==> src/rtl/ifetch_control.sv <==
`default_nettype none
// ============================================================================
// Module   : ifetch_control
// Brief    : Instruction fetch sequencer. Drives the external PC register,
//            issues single outstanding instruction-memory reads and presents
//            fetched words to decode with a valid/ready handshake. Branch
//            redirects from execute take priority over sequential flow.
// Revision : 1.0 - initial release
// ============================================================================
module ifetch_control #(
  parameter int unsigned      WIDTH    = 32,
  parameter logic [WIDTH-1:0] RESET_PC = 32'h00000064
) (
  input  logic             clk,
  input  logic             rst_n,
  // PC register interface
  input  logic [WIDTH-1:0] pc_in,
  output logic             pc_load,
  output logic [WIDTH-1:0] pc_next,
  // redirect from execute
  input  logic             redirect,
  input  logic [WIDTH-1:0] redirect_target,
  // instruction memory
  output logic             imem_read,
  output logic [WIDTH-1:0] imem_address,
  input  logic             imem_resp,
  input  logic [WIDTH-1:0] imem_rdata,
  // decode interface
  output logic             ir_valid,
  output logic [WIDTH-1:0] ir_data,
  output logic [WIDTH-1:0] ir_pc,
  input  logic             ir_ready
);

  // START : load the reset vector into the PC register
  // STEP  : one settle cycle after any PC load
  // FETCH : memory read outstanding
  // HOLD  : instruction presented to decode, waiting for acceptance
  localparam logic [1:0] ST_START = 2'd0;
  localparam logic [1:0] ST_STEP  = 2'd1;
  localparam logic [1:0] ST_FETCH = 2'd2;
  localparam logic [1:0] ST_HOLD  = 2'd3;

  // Instructions are word aligned; the two LSBs of any loaded PC are cleared.
  localparam logic [WIDTH-1:0] ALIGN_MASK = {{(WIDTH-2){1'b1}}, 2'b00};
  localparam logic [WIDTH-1:0] INSN_BYTES = WIDTH'(4);

  logic [1:0]       state;
  logic [1:0]       state_nxt;

  // Redirect that arrived while a read was outstanding; applied on response.
  logic             pend_valid;
  logic [WIDTH-1:0] pend_target;

  // Control strobes produced by the next-state logic
  logic             pend_set;
  logic             pend_clr;
  logic             capture;
  logic             drop;
  logic             fire;
  logic [WIDTH-1:0] load_raw;

  // Decode accepts the held instruction only when no redirect is present.
  assign fire = ir_valid & ir_ready & ~redirect;

  // Memory address always tracks the PC register; it only matters while
  // imem_read is high, and the PC cannot change mid-request.
  assign imem_address = pc_in;

  // Alignment is applied once here so every load source is covered.
  assign pc_next = load_raw & ALIGN_MASK;

  // Next-state and combinational PC/memory control
  always_comb begin
    state_nxt = state;
    pc_load   = 1'b0;
    load_raw  = pc_in + INSN_BYTES;
    imem_read = 1'b0;
    pend_set  = 1'b0;
    pend_clr  = 1'b0;
    capture   = 1'b0;
    drop      = 1'b0;
    if (rst_n) begin
      case (state)
        ST_START: begin
          pc_load   = 1'b1;
          load_raw  = RESET_PC;
          state_nxt = ST_STEP;
        end
        ST_STEP: begin
          if (redirect) begin
            // Reload and settle again before fetching from the new target.
            pc_load  = 1'b1;
            load_raw = redirect_target;
          end else begin
            state_nxt = ST_FETCH;
          end
        end
        ST_FETCH: begin
          // The request stays asserted until the memory answers.
          imem_read = 1'b1;
          if (imem_resp) begin
            if (redirect || pend_valid) begin
              // Fetched word belongs to the wrong path: discard it.
              pc_load   = 1'b1;
              load_raw  = redirect ? redirect_target : pend_target;
              pend_clr  = 1'b1;
              state_nxt = ST_STEP;
            end else begin
              capture   = 1'b1;
              state_nxt = ST_HOLD;
            end
          end else if (redirect) begin
            pend_set = 1'b1;
          end
        end
        ST_HOLD: begin
          if (redirect) begin
            // Redirect beats a simultaneous ready; the held word is dropped.
            pc_load   = 1'b1;
            load_raw  = redirect_target;
            drop      = 1'b1;
            state_nxt = ST_STEP;
          end else if (fire) begin
            pc_load   = 1'b1;
            load_raw  = pc_in + INSN_BYTES;
            drop      = 1'b1;
            state_nxt = ST_STEP;
          end
        end
        default: begin
          state_nxt = ST_START;
        end
      endcase
    end
  end

  // State register
  always_ff @(posedge clk) begin
    if (!rst_n) begin
      state <= ST_START;
    end else begin
      state <= state_nxt;
    end
  end

  // Pending redirect capture; a later redirect overwrites an earlier one
  always_ff @(posedge clk) begin
    if (!rst_n) begin
      pend_valid  <= 1'b0;
      pend_target <= '0;
    end else if (pend_set) begin
      pend_valid  <= 1'b1;
      pend_target <= redirect_target;
    end else if (pend_clr) begin
      pend_valid  <= 1'b0;
    end
  end

  // Instruction register presented to decode
  always_ff @(posedge clk) begin
    if (!rst_n) begin
      ir_valid <= 1'b0;
      ir_data  <= '0;
      ir_pc    <= '0;
    end else if (capture) begin
      ir_valid <= 1'b1;
      ir_data  <= imem_rdata;
      ir_pc    <= pc_in;
    end else if (drop) begin
      ir_valid <= 1'b0;
    end
  end

endmodule
`default_nettype wire

==> config.mk <==
export PLATFORM = sky130hd
export DESIGN_NAME = ifetch_control
export DESIGN_NICKNAME = d
export VERILOG_FILES = /design/src/rtl/ifetch_control.sv
export SDC_FILE = /design/constraint.sdc
export NUM_CORES = 1
export LEC_CHECK = 0
export ABC_CLOCK_PERIOD_IN_PS = 2200
export BUFFER_PORTS_ARGS = -buffer_cell sky130_fd_sc_hd__buf_4
export CAP_MARGIN = 20
export CORE_MARGIN = 1.5
export CORE_UTILIZATION = 40
export CTS_CLUSTER_DIAMETER = 200
export DETAILED_ROUTE_END_ITERATION = 10
export PLACE_DENSITY = 0.69
export REMOVE_ABC_BUFFERS = 1
export SETUP_SLACK_MARGIN = 0.2
export SLEW_MARGIN = 20
export SYNTH_ARGS = -nofsm -noshare
export SYNTH_HDL_FRONTEND = slang
export SYNTH_SLANG_ARGS = --single-unit
==> constraint.sdc <==
create_clock -name clk -period 2.2 [get_ports clk]
set_input_delay 0.11 -clock clk [delete_from_list [all_inputs] [get_ports clk]]
set_output_delay 0.11 -clock clk [all_outputs]
set_load 0.02 [all_outputs]
# Word-level counts from Yosys, hierarchy flattened
# Index checks and enable logic that the tools add are counted.
[op_classes]
n_addsub = 1
eq_ne = 6
mux = 36
bitwise_logic = 3
reduce_logical = 6
[op_table]
columns = ["op", "n"]
rows = [
  ["two-way mux 32 bit", 5],
  ["case mux 32 bit (3 select lines)", 1],
  ["adder 32 x 3 -> 32 bit, second input constant", 1],
  ["two-way mux 1 bit", 23],
  ["two-way mux 2 bit", 5],
  ["case mux 2 bit (4 select lines)", 1],
  ["== test 2 bit, second input constant", 2],
  ["!= test 2 bit, second input constant", 2],
  ["case mux 1 bit (4 select lines)", 1],
  ["nonzero test 2 bit", 2],
  ["!= test 3 bit, second input constant", 1],
  ["AND reduction 3 bit", 1],
  ["bitwise AND 1 bit", 2],
  ["== test 2 x 1 -> 1 bit, second input constant", 1],
  ["logical NOT 2 bit", 1],
  ["OR reduction 2 bit", 1],
  ["logical OR 1 bit", 1],
  ["inverter 1 bit", 1],
]
[totals]
register_bits = 100
input_bits = 101
output_inout_bits = 131

# Depth between registers and ports, before layout
# Gate-level depths: netlist of run 1.
[logic_depth]
ltp_word = 8
ltp_mapped = 9
ltp_nobuf = 7

# Least setup slack after synthesis of run 1
# No wires, ideal clock.
[synth_timing]
path_kind = "register -> output"
from = "reg state[0]"
to = "out pc_next[13]"
t_arrival_ps = 2121
required_time_ps = 2090
setup_slack_ps = -31
stages_incl_launch_ff = 10
n_path_buf = 3
path_cell_list = "dfxtp_1 > inv_1 > ha_1 > buf_2 > nand2_1 > a21oi_1 > clkbuf_1 > clkbuf_1 > a22oi_1 > o22ai_1"
[synth_via]
elab_chain_len = 4
word_cells_on_any_way = 7
cone_classes = "eq/ne: 3; mux: 2; reduce/logical: 2"
[synth_rtl]
columns = ["element", "line", "rtl"]
rows = [
  ["from (decl)", "48", "logic [1:0] state;"],
  ["from (signal assigned)", "143", "state <= state_nxt;"],
  ["== test 2 bit or == test 2 x 1 -> 1 bit (tied branches)", "84", "case (state)"],
  ["OR reduction 2 bit (no source line)", "n/a", ""],
  ["case mux 32 bit (3 select lines) (*)", "84", ""],
  ["two-way mux 32 bit (*)", "83", "if (rst_n) begin"],
  ["to (decl)", "19", "output logic [WIDTH-1:0] pc_next,"],
]
# Every way passes the cells marked *; elsewhere a longest branch is shown, timed or not.

# Worst setup path after layout of run 1
[layout_timing]
from = "reg state[1]"
to = "out pc_next[24]"
# Same word-level chain as after synthesis.

==> impl_metrics.json, run 1 <==
{
  "run_status": "finished clean",
  "ir_worst_vdd_v": 0.000325,
  "critical_path_class": "reg -> out",
  "diodes": 0,
  "postLayoutCoreUtil": 0.657,
  "core_area_mm2": 0.0128,
  "synth_top_flop_cell": "sky130_fd_sc_hd__dfxtp_1",
  "fmax_mhz": 471,
  "grt_start_max_net_pins": 61,
  "max_slew.worst_pin.slew_ns": 0.563,
  "gr-usage-all-layers": 0.261,
  "cp-end-kind": "output pin",
  "die_w_um": 118,
  "worstSkewPairLatency_ns": 0.35,
  "leakage_nw": 3.37,
  "area_growth_pct": 59.0,
  "postSynthCellCount": 738,
  "path_clk_slew_ns": 0.07,
  "yosysWarnings": 0,
  "finish.net_count": 1100,
  "r2r_setup_slk_ns": 0.27,
  "die_height_um": 118,
  "die_area_mm2": 0.0139,
  "timing.final.max_slew_violations": 0,
  "worst-path-max-fanout": 8,
  "routed-via-count": 6070,
  "min_delay_worst_type": "in -> reg",
  "timing.hold.ws_ns": 0.0122,
  "critPathArrivalTime_ns": 2.01,
  "most_frequent_cells_in_the_layout": "243 x sky130_fd_sc_hd__buf_4, 216 x sky130_fd_sc_hd__nand2_1, 95 x sky130_fd_sc_hd__dfxtp_1",
  "post_synth_xor_area_fraction": 0.0446,
  "drt_pass1_iterations": 4,
  "setup-violations-final": 0,
  "final-hold-violation-count": 0,
  "synth_top_family_by_area": "simple AND/OR/NAND/NOR gates",
  "cp_data_required_time_ns": 2.09,
  "totalPowerFinal_w": 0.00471,
  "layout-drive-gt1-share": 0.339,
  "drv_cap": 0,
  "cell_variety_after_synth": 45,
  "globalRoute.totalOverflow": 0,
  "final_common_cell": "sky130_fd_sc_hd__buf_4",
  "global_route_wire_length_before_repair_um": 29300,
  "final_critical_path_setup_slack_ns": 0.0762,
  "grt_setup_unrepaired": "true",
  "cts.sinks": 98,
  "wl_um": 18900,
  "ioPinCount": 232,
  "synth-seq-area-share": 0.372,
  "detailedRoute.firstIterationViolations": 476,
  "post_synth.cell_area_avg_um2": 7.15,
  "detail-route-antenna-nets": 0,
  "cts.htree.levels": 3,
  "maxSlewHeadroom": 0.625,
  "crit_path_start_kind": "register",
  "post-route-period-util": 0.965,
  "std_cell_rows": 41,
  "synth.area.mux_share": 0,
  "start_util": 0.413,
  "cts-buffers-inserted": 9,
  "period_needed_ns": 2.12,
  "clockRootBuffer": "sky130_fd_sc_hd__clkbuf_16",
  "routedWlPerCell_um": 16.2,
  "synth.cell_area_mm2": 0.00528,
  "yosys.area_share.simple": 0.238,
  "p_per_area_mw_per_mm2": 562,
  "antenna_found_initial": 0,
  "portBuffers": 227,
  "synth_compound_gate_area_share": 0.236,
  "avgViaCountPerCell": 5.20,
  "post_synth_fa_ha_maj_area_fraction": 0.0166,
  "fin_skew_ns": 0.00557,
  "preCtsSetupSlack_ns": 0.128,
  "finalWeightedCongestion": 0.828,
  "number_of_global_route_vias_before_repair": 5698,
  "clockBufferDepth": 2,
  "postSynthRegisterBits": 98,
  "asyncSetResetFlopFracSynth": 0,
  "hpwlAfterDp_um": 12300,
  "final.fill_count": 1109,
  "remaining_drc_errors": 0,
  "tritoncts": "done",
  "synth_edf_count": 0
}
sequential cells by signal, indices dropped and copies added, names as in the netlist:
name / flops
state: 2
ir_data: 32
ir_valid: 1
pend_target: 30
pend_valid: 1
ir_pc: 32
power breakdown:
group	leakage [nW]	internal (W)	switching [W]	total, W
clock network	0.146	0.000880	0.000706	0.00159
registers	0.791	0.00179	0.0000239	0.00182
logic	2.43	0.000618	0.000693	0.00131
cells in the mapped netlist, drive strengths merged (3+ instances only):
library cell | number | area share
nand2 | 218 | 0.16
dfxtp | 98 | 0.37
a21oi | 86 | 0.082
o21ai | 55 | 0.052
clkbuf | 48 | 0.034
buf | 39 | 0.053
nor2 | 26 | 0.018
a22oi | 25 | 0.036
xnor2 | 18 | 0.031
nand3 | 16 | 0.015
o22ai | 15 | 0.018
nand4 | 11 | 0.014
a21o | 9 | 0.013
inv | 8 | 0.0057
xor2 | 8 | 0.013
ha | 7 | 0.017
nand2b | 7 | 0.0083
o2bb2ai | 7 | 0.012
and3 | 4 | 0.0050
nor4 | 4 | 0.0059
a221oi | 3 | 0.0050
a31oi | 3 | 0.0036
and2 | 3 | 0.0036
nor3 | 3 | 0.0028
o22a | 3 | 0.0050
or2 | 3 | 0.0036
area by class of cell:
cell class                      instances  area, um2  area share
Sequential cell                        98       1970       0.235
Clock buffer                            9        225      0.0268
Multi-Input combinational cell        546       3060       0.365
Tap cell                              172        215      0.0256
Clock inverter                          6       66.3     0.00790
Timing Repair Buffer                  329       2820       0.336
Inverter                                8       35.0     0.00417
routing by layer:
layer / part of all wire / global-route usage / vias to the layer above
li1: - / - / 2983
met2: 0.48 / 0.439 / 231
met4: 0.018 / 0.0823 / 0
met3: 0.072 / 0.0509 / 26
met1: 0.43 / 0.336 / 2830
met5: 0 / 0 / -
cells by family after synthesis:
| logic type | count (synthesis) |
|---|---|
| XOR/XNOR | 26 |
| AO/OA/AOI/OAI | 213 |
| other | 1 |
| adder cells (fa/ha/maj) | 7 |
| AND/OR/NAND/NOR | 298 |
| buffers and inverters | 95 |
| flip-flops | 98 |
through the flow:
step           area, um2  TNS, ns  instances
2_1_floorplan       4820  -122.17        652
3_3_place_gp        7080        0       1085
3_5_place_dp        7080        0       1085
4_1_cts             8230        0       1165
5_1_grt             8390  -0.0232       1168
6_report            8390        0       1168
worst max-delay path, cell delays in order (launching register included):
cell and delay, ns:
sky130_fd_sc_hd__dfxtp_4 0.38, sky130_fd_sc_hd__inv_4 0.07, sky130_fd_sc_hd__ha_4 0.16, sky130_fd_sc_hd__or2_0 0.18, sky130_fd_sc_hd__buf_4 0.18, sky130_fd_sc_hd__o21ai_0 0.09, sky130_fd_sc_hd__a21o_1 0.19, sky130_fd_sc_hd__nand2_1 0.07
sky130_fd_sc_hd__o2bb2ai_1 0.16, sky130_fd_sc_hd__buf_4 0.19
final timing paths:
check	from	to	cells past startpoint
setup reg to reg	state[1]	ir_data[17]	9
setup / recovery	state[1]	pc_next[24]	9
hold reg to reg	ir_pc[15]	ir_pc[15]	2
hold / removal	imem_rdata[16]	ir_data[16]	3
repair_timing:
| item | CTS | global route |
|---|---|---|
| hold endpoints to repair | 54 | 0 |
| gates resized for setup | 52 | 34 |
| hold buffers | 54 | 0 |
| pin swaps | 12 | 17 |
| cloned | 2 | 1 |
| setup endpoints to repair | 86 | 30 |
| buffers inserted | 9 | 2 |
Power figures use the tool's default switching activity.
==> inputs of run 2 (changes only) <==
--- a/constraint.sdc
+++ b/constraint.sdc
@@ -3,2 +3,2 @@
 set_output_delay 0.11 -clock clk [all_outputs]
-set_load 0.02 [all_outputs]
+set_load 0.01 [all_outputs]
==> run 2 against run 1 <==
Against the previous run:
- maximum frequency is 3.2% lower
- critical endpoint is now pc_next[16]
- cell area is 1.2% higher
- worst hold slack worse by 0.0033 ns
- highest routed layer unchanged
- critical path depth is 2 higher
- clock power is 8% higher
- clock-buffer cell count stayed put
- via count is 0.61% higher
- utilization is 0.79 points higher
- clock skew is 0.0031 ns lower
- routed wire length is 0.32% lower
- die area stayed put
- register-to-register slack better by 0.14 ns
==> impl_metrics.json, run 2 (same netlist as run 1, synthesis figures left out) <==
{
  "cts-buffers-inserted": 9,
  "critical_path_class": "reg -> out",
  "grt_setup_unrepaired": "true",
  "drv_cap": 0,
  "std_cell_rows": 41,
  "antenna_found_initial": 1,
  "final_area_mm2": 0.00850,
  "ir_worst_vdd_v": 0.000400,
  "routed-via-count": 6107,
  "post-route-period-util": 0.998,
  "final_critical_path_setup_slack_ns": 0.00520,
  "path_clk_slew_ns": 0.07,
  "most_frequent_cells_in_the_layout": "261 x sky130_fd_sc_hd__buf_4, 217 x sky130_fd_sc_hd__nand2_1, 96 x sky130_fd_sc_hd__dfxtp_1",
  "cp-end-kind": "output pin",
  "detailedRoute.firstIterationViolations": 396,
  "critPathArrivalTime_ns": 2.08,
  "global_route_wire_length_before_repair_um": 28800,
  "routedWlPerCell_um": 16.1,
  "routed_length_on_met2_um": 8970,
  "avgViaCountPerCell": 5.22,
  "final-hold-violation-count": 0,
  "die_height_um": 118,
  "setup-violations-final": 0,
  "remaining_drc_errors": 0,
  "die_w_um": 118,
  "fin_setup_tns_ns": 0,
  "worstSkewPairLatency_ns": 0.35,
  "tritoncts": "done",
  "worst-path-max-fanout": 5,
  "p_per_area_mw_per_mm2": 571,
  "cts.htree.levels": 3,
  "cts.sinks": 98,
  "m1WireLength_um": 8200,
  "globalRoute.totalOverflow": 0,
  "leakage_nw": 3.39,
  "max_slew.worst_pin.slew_ns": 0.528,
  "area_growth_pct": 60.9,
  "gr-usage-all-layers": 0.256,
  "min_delay_worst_type": "in -> reg",
  "drt_pass1_iterations": 5,
  "top_layer": "met4",
  "run_status": "finished clean",
  "layout-drive-gt1-share": 0.365,
  "postLayoutCoreUtil": 0.665,
  "fin_skew_ns": 0.00249,
  "preCtsSetupSlack_ns": 0.135,
  "grt_start_max_net_pins": 61,
  "crit_path_start_kind": "register",
  "hpwlAfterDp_um": 12400,
  "finalWeightedCongestion": 0.848,
  "die_area_mm2": 0.0139,
  "fmax_mhz": 456,
  "timing.hold.ws_ns": 0.00891,
  "maxSlewHeadroom": 0.647,
  "wl_um": 18900,
  "clockBufferDepth": 2,
  "ioPinCount": 232,
  "registers_with_the_most_flip_flops": "ir_data x32, ir_pc x32, pend_target x30",
  "clockRootBuffer": "sky130_fd_sc_hd__clkbuf_16",
  "portBuffers": 227,
  "detail-route-antenna-nets": 0,
  "finish.net_count": 1102,
  "cp_data_required_time_ns": 2.09,
  "core_area_mm2": 0.0128,
  "number_of_global_route_vias_before_repair": 5477,
  "detailed_place.area_mm2": 0.00710,
  "final_common_cell": "sky130_fd_sc_hd__buf_4",
  "period_needed_ns": 2.19,
  "dr_wl_met3_um": 1300,
  "start_util": 0.413,
  "timing.final.max_slew_violations": 0
}
## run 2: cell count changes in the layout (fill, tap and decap cells not counted), sizes merged
cell	delta
buf	+9
bufinv	+1
clkbuf	+1
clkinv	-2
clkinvlp	+1
diode	+1
dlygate4sd3	-8
## run 2: metrics by stage
step	std cells	power, W
2_1_floorplan	652	0.00225
3_3_place_gp	1088	0.00282
3_5_place_dp	1088	0.00283
4_1_cts	1158	0.00470
5_1_grt	1171	0.00504
6_report	1171	0.00485
## run 2: power by group
group	total, W	internal (W)	leakage (nW)	switching [W]
Combinational	0.00132	0.000680	2.44	0.000642
Clock	0.00171	0.000995	0.152	0.000719
Sequential	0.00181	0.00179	0.791	0.0000199
## run 2: layer usage
layer | vias to the layer above | track usage
li1 | 2989 | -
met1 | 2842 | 0.345
met2 | 248 | 0.404
met3 | 28 | 0.0509
met4 | 0 | 0.0976
met5 | - | 0
## run 2: critical path, stage by stage, from the launching register on
cell and delay [ns]:
sky130_fd_sc_hd__dfxtp_4 0.37, sky130_fd_sc_hd__inv_4 0.08, sky130_fd_sc_hd__ha_4 0.16, sky130_fd_sc_hd__nor2_4 0.03, sky130_fd_sc_hd__buf_6 0.12, sky130_fd_sc_hd__a21oi_4 0.19
sky130_fd_sc_hd__buf_12 0.15, sky130_fd_sc_hd__buf_12 0.11, sky130_fd_sc_hd__buf_16 0.13, sky130_fd_sc_hd__a22oi_2 0.05, sky130_fd_sc_hd__o22ai_2 0.18, sky130_fd_sc_hd__buf_4 0.15
## run 2: what timing repair did
item	CTS	global route
endpoints found under the setup margin	31	30
endpoints found under the hold margin	46	0
buffers inserted	7	9
pin swaps	9	24
gates resized for setup	36	50
gates cloned	2	3
hold buffers	46	0
## run 2: final cells by class
class	instances	area (um2)
inverters	8	32.5
fillers	1100	4280
repair buffers	331	2820
well taps	172	215
clock buffers	9	225
diodes	1	2.50
multi-input cells	546	3140
clock inverters	6	90.1
flip-flops and latches	98	1970
## run 2: worst paths after layout
| check | slack, ns | cells past startpoint | end | startpoint |
|---|---|---|---|---|
| max reg2reg | 0.41 | 8 | ir_data[6] | state[1] |
| min reg2reg | 0.46 | 2 | ir_data[16] | ir_data[16] |
| max | 0.005 | 11 | pc_next[16] | state[1] |
| min | 0.009 | 3 | ir_data[4] | imem_rdata[4] |
==> inputs of run 3 (changes only) <==
RECOVER_POWER = 25   (was default)
==> run 3 against run 2 <==
Against the previous run:
- the flow now finishes with violations (negative setup slack)
- die area unchanged
- clock skew up 0.0018 ns
- global-route usage stayed put
- maximum frequency fell by 0.25%
- highest routed layer unchanged
- cell area fell by 2.3%
- sequential power about the same
- routed wire length is essentially flat
==> impl_metrics.json, run 3 (same netlist as run 1, synthesis figures left out) <==
{
  "core_area_mm2": 0.0128,
  "crit_path_start_kind": "register",
  "remaining_drc_errors": 0,
  "gr-usage-all-layers": 0.256,
  "post-route-period-util": 1.00,
  "cp-end-kind": "output pin",
  "postLayoutCoreUtil": 0.650,
  "hpwlAfterDp_um": 12400,
  "leakage_nw": 3.19,
  "avgViaCountPerCell": 5.27,
  "number_of_global_route_vias_before_repair": 5477,
  "detail-route-antenna-nets": 0,
  "tritoncts": "done",
  "fmax_mhz": 454,
  "wl_um": 18900,
  "area_growth_pct": 57.2,
  "start_util": 0.413,
  "setup-violations-final": 1,
  "final_area_mm2": 0.00830,
  "min_path_cells": 3,
  "fin_setup_tns_ns": -0.000325,
  "die_area_mm2": 0.0139,
  "cts.sinks": 98,
  "cts.htree.levels": 3,
  "totalPowerFinal_w": 0.00482,
  "maxSlewHeadroom": 0.639,
  "timing.hold.ws_ns": 0.00871,
  "antenna_found_initial": 1,
  "power.switching_fraction": 0.285,
  "max_slew.worst_pin.slew_ns": 0.541,
  "p_per_area_mw_per_mm2": 580,
  "portBuffers": 227,
  "violations": "negative setup slack",
  "final_critical_path_setup_slack_ns": -0.000325,
  "power_report.internal_total_w": 0.00344,
  "fin_skew_ns": 0.00426,
  "share_clk_of_total_power": 0.354,
  "path_clk_slew_ns": 0.07,
  "critical_path_class": "reg -> out",
  "global_route_wire_length_before_repair_um": 28800,
  "detailedRoute.firstIterationViolations": 477,
  "clockRootBuffer": "sky130_fd_sc_hd__clkbuf_16",
  "die_w_um": 118,
  "power.sequential.fraction": 0.377,
  "final.fill_count": 1145,
  "std_cell_rows": 41,
  "worstSkewPairLatency_ns": 0.35,
  "drv_cap": 0,
  "layout-drive-gt1-share": 0.313,
  "detailed_place.area_mm2": 0.00710,
  "share_comb_of_total_power": 0.269,
  "globalRoute.totalOverflow": 0,
  "final_common_cell": "sky130_fd_sc_hd__nand2_1",
  "drt_pass1_iterations": 5,
  "worst-path-max-fanout": 5,
  "registers_with_the_most_flip_flops": "ir_data x32, ir_pc x32, pend_target x30",
  "cts-buffers-inserted": 9,
  "power_switching_w": 0.00137,
  "worst-r2r-cell-count": 8,
  "critPathArrivalTime_ns": 2.09,
  "routedWlPerCell_um": 16.1,
  "grt_start_max_net_pins": 61,
  "timing.final.max_slew_violations": 0,
  "run_status": "finished, violations left",
  "finish.net_count": 1102,
  "clockBufferDepth": 2,
  "ioPinCount": 232,
  "die_height_um": 118,
  "final-hold-violation-count": 0,
  "grt_setup_unrepaired": "true",
  "routed-via-count": 6173,
  "min_delay_worst_type": "in -> reg",
  "cp_data_required_time_ns": 2.09,
  "ir_worst_vdd_v": 0.000401,
  "period_needed_ns": 2.20,
  "most_frequent_cells_in_the_layout": "217 x sky130_fd_sc_hd__nand2_1, 209 x sky130_fd_sc_hd__buf_4, 96 x sky130_fd_sc_hd__dfxtp_1",
  "finalWeightedCongestion": 0.848
}
-- run 3: layer usage --
metal	track usage	wire length, um	vias up
met5	0	0	-
met4	0.0976	476	0
met3	0.0509	1380	36
met2	0.404	8870	274
met1	0.345	8130	2867
li1	-	-	2996
-- run 3: stage by stage --
step	cells	setup WS, ns
after global routing	1171	-0.0614
after detailed placement	1088	0.135
final	1171	-0.000325
after global placement	1088	0.155
after floorplan	652	-1.59
after CTS	1158	0.0551
-- run 3: area by class of cell --
type	count	area [um2]	share of cell area
Multi-Input combinational cell	546	3140	0.379
Timing Repair Buffer	331	2620	0.316
Sequential cell	98	1970	0.237
Clock buffer	9	225	0.0271
Tap cell	172	215	0.0259
Clock inverter	6	90.1	0.0109
Inverter	8	32.5	0.00392
Antenna cell	1	2.50	0.000301
-- run 3: worst paths after layout --
check,slack [ns],end,from
setup / recovery,-0.0003,pc_next[28],state[1]
hold reg to reg,0.45,ir_data[16],ir_data[16]
setup reg to reg,0.41,ir_data[6],state[1]
hold / removal,0.009,ir_data[4],imem_rdata[4]
-- run 3: what timing repair did --
action,in CTS,in global routing
gates cloned,2,3
pin swaps,9,24
setup buffers,7,9
resized for setup,36,50
setup endpoints to repair,31,30
hold endpoints to repair,46,0
hold buffers,46,0
-- run 3: critical path, stage by stage, from the launching register on --
cell	delay [ns]
sky130_fd_sc_hd__dfxtp_4	0.37
sky130_fd_sc_hd__inv_4	0.08
sky130_fd_sc_hd__ha_4	0.16
sky130_fd_sc_hd__nor2_4	0.03
sky130_fd_sc_hd__buf_6	0.12
sky130_fd_sc_hd__a21oi_4	0.19
sky130_fd_sc_hd__buf_12	0.15
sky130_fd_sc_hd__buf_12	0.11
sky130_fd_sc_hd__clkbuf_16	0.14
sky130_fd_sc_hd__a22oi_2	0.05
sky130_fd_sc_hd__o2bb2ai_1	0.17
sky130_fd_sc_hd__buf_4	0.16
-- run 3: power by group through the flow --
stage | Combinational, W | Clock, W | Sequential [W]
after detailed placement | 0.000984 | 0 | 0.00185
after global routing | 0.00138 | 0.00182 | 0.00181
final | 0.00130 | 0.00171 | 0.00181
after CTS | 0.00115 | 0.00174 | 0.00181
after floorplan | 0.000399 | 0 | 0.00185
after global placement | 0.000978 | 0 | 0.00185
